File: src/rtl/branch_resolver.sv
// Queues fetch-stage branch predictions and checks the oldest one at Decode,
// raising a registered redirect on a misprediction. Optional stats: BRANCH_RESOLVER_STATS_EN.
module branch_resolver #(
    parameter int unsigned DEPTH     = 4,
    parameter int unsigned PTR_WIDTH = 2,
    parameter int unsigned CNT_WIDTH = 32
) (
    input  logic                 clk_i,
    input  logic                 rst_i,
    input  logic                 en_i,
    input  logic                 flush_i,
    input  logic                 push_i,
    input  logic [31:0]          push_pc_i,
    input  logic [31:0]          push_predict_pc_i,
    input  logic                 resolve_i,
    input  logic                 real_taken_i,
    input  logic [31:0]          real_target_i,
    output logic                 redirect_o,
    output logic [31:0]          redirect_pc_o,
    output logic                 full_o,
    output logic                 empty_o,
    output logic [PTR_WIDTH:0]   count_o,
    output logic [CNT_WIDTH-1:0] hit_cnt_o,
    output logic [CNT_WIDTH-1:0] miss_cnt_o
);

    localparam logic [PTR_WIDTH:0]   FULL_COUNT = (PTR_WIDTH + 1)'(DEPTH);
    localparam logic [PTR_WIDTH:0]   CNT_ONE    = (PTR_WIDTH + 1)'(1);
    localparam logic [PTR_WIDTH-1:0] PTR_ONE    = PTR_WIDTH'(1);

    logic [31:0]          pc_mem  [DEPTH];
    logic [31:0]          ppc_mem [DEPTH];
    logic [PTR_WIDTH-1:0] rptr_q;
    logic [PTR_WIDTH-1:0] wptr_q;
    logic [PTR_WIDTH:0]   count_q;
    logic                 redirect_q;
    logic [31:0]          redirect_pc_q;

    logic                 empty;
    logic                 full;
    logic                 pop;
    logic [31:0]          head_pc;
    logic [31:0]          head_ppc;
    logic [31:0]          correct_pc;
    logic                 mispredict;
    logic                 push_ok;

    assign empty      = (count_q == '0);
    assign full       = (count_q == FULL_COUNT);
    assign pop        = resolve_i && !empty;
    assign head_pc    = pc_mem[rptr_q];
    assign head_ppc   = ppc_mem[rptr_q];
    assign correct_pc = real_taken_i ? real_target_i : head_pc + 32'd4;
    assign mispredict = pop && (head_ppc != correct_pc);
    // A push that lands in a mispredict or flush cycle is wrong-path and is dropped.
    assign push_ok    = push_i && (!full || pop) && !mispredict && !flush_i;

    always_ff @(posedge clk_i or posedge rst_i) begin
        if (rst_i) begin
            rptr_q        <= '0;
            wptr_q        <= '0;
            count_q       <= '0;
            redirect_q    <= 1'b0;
            redirect_pc_q <= '0;
        end else if (en_i) begin
            if (flush_i) begin
                rptr_q     <= '0;
                wptr_q     <= '0;
                count_q    <= '0;
                redirect_q <= 1'b0;
            end else if (mispredict) begin
                rptr_q        <= '0;
                wptr_q        <= '0;
                count_q       <= '0;
                redirect_q    <= 1'b1;
                redirect_pc_q <= correct_pc;
            end else begin
                redirect_q <= 1'b0;
                if (push_ok) begin
                    wptr_q <= wptr_q + PTR_ONE;
                end
                if (pop) begin
                    rptr_q <= rptr_q + PTR_ONE;
                end
                case ({push_ok, pop})
                    2'b10:   count_q <= count_q + CNT_ONE;
                    2'b01:   count_q <= count_q - CNT_ONE;
                    default: count_q <= count_q;
                endcase
            end
        end
    end

    // Entry storage needs no reset: it is only read while count_q is non-zero.
    always_ff @(posedge clk_i) begin
        if (en_i && push_ok) begin
            pc_mem[wptr_q]  <= push_pc_i;
            ppc_mem[wptr_q] <= push_predict_pc_i;
        end
    end

    assign redirect_o    = redirect_q;
    assign redirect_pc_o = redirect_pc_q;
    assign full_o        = full;
    assign empty_o       = empty;
    assign count_o       = count_q;

`ifdef BRANCH_RESOLVER_STATS_EN
    localparam logic [CNT_WIDTH-1:0] STAT_ONE = CNT_WIDTH'(1);

    logic [CNT_WIDTH-1:0] hit_q;
    logic [CNT_WIDTH-1:0] miss_q;

    always_ff @(posedge clk_i or posedge rst_i) begin
        if (rst_i) begin
            hit_q  <= '0;
            miss_q <= '0;
        end else if (en_i && !flush_i && pop) begin
            if (mispredict) begin
                if (miss_q != '1) begin
                    miss_q <= miss_q + STAT_ONE;
                end
            end else if (hit_q != '1) begin
                hit_q <= hit_q + STAT_ONE;
            end
        end
    end

    assign hit_cnt_o  = hit_q;
    assign miss_cnt_o = miss_q;
`else
    assign hit_cnt_o  = '0;
    assign miss_cnt_o = '0;
`endif

endmodule

File: config.mk
export PLATFORM = sky130hd
export DESIGN_NAME = branch_resolver
export DESIGN_NICKNAME = d
export VERILOG_FILES = /design/src/rtl/branch_resolver.sv
export SDC_FILE = /design/constraint.sdc
export NUM_CORES = 1
export LEC_CHECK = 0
export CORE_MARGIN = 2
export CORE_UTILIZATION = 59
export DETAILED_ROUTE_END_ITERATION = 12
export PLACE_DENSITY = 0.86
export SYNTH_ARGS = -nofsm -noshare
export SYNTH_HDL_FRONTEND = slang
export SYNTH_SLANG_ARGS = --single-unit
export TNS_END_PERCENT = 10
File: constraint.sdc
create_clock -name clk_i -period 8.3 [get_ports clk_i]
set_clock_uncertainty 0.2 [all_clocks]
set_input_delay 1.66 -clock clk_i [delete_from_list [all_inputs] [get_ports clk_i]]
set_output_delay 1.66 -clock clk_i [all_outputs]
set_load 0.05 [all_outputs]
After elaboration in Yosys (flattened, before gate mapping)
Memories as Yosys holds them, arrays and structs flattened.
Index checks and enable logic that the tools add are counted.
{"block": "totals", "ff_bits": 40, "ramBits": 256, "inputBits": 103, "output_inout_bits": 102, "word_cells": 50, "n_memories": 2}
{"name": "pc_mem", "words": 4, "word_bits": 32, "rd": 1, "rd_ports_with_merged_regs": 0, "wr": 1, "line": "31", "rtl": "logic [31:0] pc_mem [DEPTH];"}
{"name": "ppc_mem", "words": 4, "word_bits": 32, "rd": 1, "rd_ports_with_merged_regs": 0, "wr": 1, "line": "32", "rtl": "logic [31:0] ppc_mem [DEPTH];"}
{"block": "op_classes", "add_sub_neg": 5, "n_eq_ne": 4, "n_mux": 14, "bitwise": 1, "n_reduce_logical": 19}
{"operator": "32-bit by 3-bit adder with 32-bit output (second input constant)", "count": 1}
{"operator": "32-bit two-way mux", "count": 1}
{"operator": "32-bit != test", "count": 1}
{"operator": "2-bit two-way mux", "count": 6}
{"operator": "1-bit logical AND", "count": 6}
{"operator": "3-bit two-way mux", "count": 2}
{"operator": "3-bit one-hot mux with 2 select lines", "count": 1}
{"operator": "2-bit AND reduction", "count": 3}
{"operator": "3-bit nonzero test", "count": 2}
{"operator": "2-bit by 1-bit adder with 2-bit output (second input constant)", "count": 2}
{"operator": "1-bit logical NOT", "count": 4}
{"operator": "1-bit two-way mux", "count": 4}
{"operator": "4-bit nonzero test", "count": 1}
{"operator": "3-bit by 1-bit adder with 3-bit output (second input constant)", "count": 1}
{"operator": "3-bit equality test (second input constant)", "count": 1}
{"operator": "3-bit logical NOT", "count": 1}
{"operator": "3-bit AND reduction", "count": 1}
{"operator": "3-bit by 1-bit subtractor with 3-bit output (second input constant)", "count": 1}
{"operator": "2-bit by 1-bit equality test with 1-bit output (second input constant)", "count": 1}
{"operator": "2-bit equality test (second input constant)", "count": 1}
{"operator": "1-bit logical OR", "count": 1}
{"operator": "1-bit NOT", "count": 1}

Depth between registers and ports, before layout
An unclocked memory read counts as a cell.
{"block": "logic_depth", "ltp_word": 12, "depth_mapped": 20, "ltp_nobuf": 17}

Worst setup path before layout
No wires, ideal clock.
{"block": "synth_path", "path_kind": "input port to flip-flop", "from": "input real_taken_i", "to": "memory pc_mem[0][0], enable pin", "arrival_ns": 5.279, "setup_slack_ns": 2.392, "cell_stages": 9, "path_buffers": 3, "cell_sequence": "clkbuf_1 -> clkbuf_1 -> clkbuf_1 -> o21ai_0 -> a221oi_1 -> nand4_1 -> nor4b_4 -> o21a_1 -> and2_1"}
{"block": "synth_between", "elab_chain_len": 9}
{"item": "from (decl)", "line": "16", "rtl": "input logic real_taken_i,"}
{"item": "32-bit two-way mux", "line": "53", "rtl": "assign correct_pc = real_taken_i ? real_target_i : head_pc + 32'd4;"}
{"item": "32-bit != test", "line": "54", "rtl": "assign mispredict = pop && (head_ppc != correct_pc);"}
{"item": "1-bit logical AND", "line": "54"}
{"item": "1-bit logical NOT", "line": "56", "rtl": "assign push_ok = push_i && (!full || pop) && !mispredict && !flush_i;"}
{"item": "1-bit logical AND (2 in series)", "line": "56"}
{"item": "1-bit logical AND", "line": "96", "rtl": "if (en_i && push_ok) begin"}
{"item": "1-bit two-way mux", "line": "96"}
{"item": "1-bit two-way mux (implied by the code)", "line": "97", "rtl": "pc_mem[wptr_q] <= push_pc_i;"}
{"item": "to (decl)", "line": "31"}
Every way passes these cells.

Worst setup path after layout
{"block": "layout_path", "from": "register rptr_q[0]", "to": "memory ppc_mem[0][16], enable pin"}
{"block": "layout_between", "elab_chain_len": 11, "elab_cells_between_ends": 12, "cone_classes": "add/sub: 1; eq/ne: 1; mux: 3; reduce/logical: 5; memory: 2"}
{"item": "from (decl)", "line": "33", "rtl": "logic [PTR_WIDTH-1:0] rptr_q;"}
{"item": "from (signal assigned)", "line": "83", "rtl": "rptr_q <= rptr_q + PTR_ONE;"}
{"item": "memory 4 x 32 bit"}
{"item": "32-bit by 3-bit adder with 32-bit output", "line": "53"}
{"item": "32-bit two-way mux", "line": "53"}
{"item": "32-bit != test (*)", "line": "54"}
{"item": "1-bit logical AND (*)", "line": "54"}
{"item": "1-bit logical NOT (*)", "line": "56"}
{"item": "1-bit logical AND (*) (2 in series)", "line": "56"}
{"item": "1-bit logical AND (*)", "line": "96"}
{"item": "1-bit two-way mux (*)", "line": "96"}
{"item": "1-bit two-way mux (implied by the code) (*)", "line": "98", "rtl": "ppc_mem[wptr_q] <= push_predict_pc_i;"}
{"item": "to (decl)", "line": "32"}
Mark *: on every way between the ends. The rest lies on a longest branch, timed or not.

==> flow_metrics.tcl <==
set metrics [dict create \
    status "finished clean" \
    io_pins 205 \
    cts_resized 0 \
    syn_to_final_growth_pct 16.6 \
    cp_max_fo 34 \
    synth_seq_cells 296 \
    tns_ps 0 \
    powerDensity_mw_per_mm2 254 \
    die_area_mm2 0.0253 \
    wl_per_cell_um 25.0 \
    crit_required_ps 8350 \
    ys_seq_area_share_pct 61.3 \
    synthMuxAreaShare_pct 14.0 \
    rsz0062_at_grt "no" \
    yosys.area_share.simple_pct 8.81 \
    diodes 0 \
    start_util_pct 60.2 \
    grt_usage_pct 27.7 \
    cts_sinks 296 \
    leakage_nw 5.63 \
    viasPerCell 6.21 \
    clk_pin_slew_worst_paths_ps 60 \
    grt_pass1_wl_mm 53.0 \
    min_period_ps 6410 \
    synth_area_leaders "edfxtp_1, mux4_2, dfrtp_1, buf_4, xnor2_1" \
    p_total_w 0.00420 \
    hpwl_mm 24.9 \
    num_rows 56 \
    cts_max_level 1 \
    place_area_mm2 0.0156 \
    synth_compound_area_share_pct 4.55 \
    antenna_found_initial 0 \
    synth_xor_area_share_pct 4.47 \
    synth_common_cells "edfxtp_1, buf_4, mux4_2" \
    hold_viol 0 \
    port_buffers 140 \
    drt-pass1-iter-count 8 \
    synthAdderAreaFrac_pct 0.671 \
    cts_tree "yes" \
    critPathArrivalTime_ps 6460 \
    totalWireLength_mm 35.6 \
    slew_headroom_pct 18.5 \
    route.detailed.drc 0 \
    fillers 1558 \
    synth_cell_type_count 83 \
    yosys.area.top_type "edfxtp_1" \
    grt_pass1_vias 8725 \
    yosysMostFrequentCell "edfxtp_1" \
    cts_root_buffer "clkbuf_16" \
    drive_above_1_share_pct 15.6 \
    post_cts_buffers 0 \
    hold_class "flip-flop to flip-flop" \
    netlist_area_mm2 0.0142 \
    synthArstFlopShare_pct 13.5 \
    finalInstanceArea_mm2 0.0165 \
    core-area_mm2 0.0235 \
    ant_nets 0 \
    grt_max_degree 52 \
    routed-via-count 8850 \
    gp_congestion 1.03 \
    worst_slew_pin_slew_ps 1210 \
    cts.hold.buffers_added 0 \
    die_w_um 159 \
    cts_buffer_depth 3 \
    fin_nets 1192 \
    setup-violations-final 0 \
    avgSynthCellArea_um2 15.1 \
    insertion_delay_ps 580 \
    synth_top_flop_cell "edfxtp_1" \
    ir_drop_v 0.000190 \
    synth-edff-count 256 \
    critPathLaunchType "flip-flop" \
    numCtsBuffers 30 \
    drt_iter0_markers 1082 \
    syn_inst 939 \
    max_freq_ghz 0.156 \
    path_class "flip-flop to flip-flop" \
    synth_top_family_by_area "multiplexers" \
    cap_viol_max_count 0 \
    ys_warn_count 0 \
    end_kind "flip-flop" \
    report.final.slew_viol_count 0 \
    period_share_pct 77.2 \
    die_h_um 159 \
    grt_overflow 0 \
    synth_top_area_share_pct 54.2 \
]
-- metrics by stage --
step	utilization (%)	setup slack (ps)	cells	hold slack (ps)
global placement	66.1	1710	1369	266
detailed placement	66.1	1600	1369	278
global route	70.2	1630	1425	322
floorplan	-	2390	1002	337
finish	70.2	1890	1425	302
CTS	70.2	1910	1425	308
-- cells in the final DEF, fill, tap and decap left out, types with 5 or more instances in the layout --
cell               n
a21oi_1           21
a31oi_1            5
and3_1             7
and4_1             5
buf_4             15
clkbuf_1           6
clkbuf_16         33
clkdlybuf4s50_1  139
clkinv_1           6
clkinv_2           7
conb_1            64
dfrtp_1           38
edfxtp_1         256
ha_1               6
inv_1             25
mux2_4            18
mux2i_1           22
mux4_2            61
nand2_1           58
nand2b_1           5
nand3_1           31
nand4_1           17
nor2_1            38
nor3_1            13
nor4_1            12
o21ai_0           30
xnor2_1           41
xor2_1            27
-- per-layer routing --
| metal | up-vias | wire length [um] | global-route usage (%) |
|---|---|---|---|
| met1 | 4373 | 13600 | 37.7 |
| met4 | 0 | 1970 | 13.0 |
| met2 | 583 | 16900 | 44.5 |
| met5 | - | 0 | 0 |
| li1 | 3775 | - | - |
| met3 | 119 | 3220 | 4.58 |
-- power breakdown --
part | internal (W) | switching (W)
logic | 0.000377 | 0.000691
registers | 0.00176 | 0.0000868
clock network | 0.000726 | 0.000565
-- flip-flops by register name, summed over array words and instances (netlist names) --
register / cells
redirect_pc_o: 32
ppc_mem: 128
count_o: 3
pc_mem: 128
rptr_q: 2
redirect_o: 1
wptr_q: 2
-- cells by family after synthesis --
kind of cell	count (synthesis)
flip-flops	296
AND/OR/NAND/NOR	224
buffers and inverters	134
multiplexers	108
AO/OA/AOI/OAI	99
XOR/XNOR	70
adder cells (fa/ha/maj)	7
other	1
-- layout make-up --
class	instances	area, um^2	area share, %
Sequential cell	296	8690	52.6
Multi-Input combinational cell	572	4860	29.4
Timing Repair Buffer	155	1510	9.13
Clock buffer	39	848	5.13
Tap cell	319	399	2.41
Clock inverter	17	119	0.719
Inverter	27	101	0.613
-- critical path, cell delays in order, from the launching register on --
cell       delay (ps)
dfrtp_4           670
mux4_1            520
ha_1              270
nand2_1           110
o22a_1            320
nor4_2            730
mux2i_1           260
o2111ai_1         150
nor4_1            540
nand4_2           230
nor4b_4           520
o21a_1            300
and2_2            790
buf_4             450
-- path summary, 6_finish.rpt --
check / from / end / slack, ps / cells past startpoint
hold reg to reg: redirect_o$_DFFE_PP0P_ / redirect_o$_DFFE_PP0P_ / 300 / 1
min in group asynchronous: rst_i / redirect_pc_o[3]$_DFFE_PP0P_ / 1400 / 2
setup / recovery: rptr_q[0]$_DFFE_PP0P_ / ppc_mem[0][16]$_DFFE_PP_ / 1890 / 13
max in group asynchronous: rst_i / rptr_q[0]$_DFFE_PP0P_ / 5840 / 2
setup reg to reg: rptr_q[0]$_DFFE_PP0P_ / ppc_mem[0][16]$_DFFE_PP_ / 1890 / 13
hold / removal: redirect_o$_DFFE_PP0P_ / redirect_o$_DFFE_PP0P_ / 300 / 1
Power figures use the tool's default switching activity.
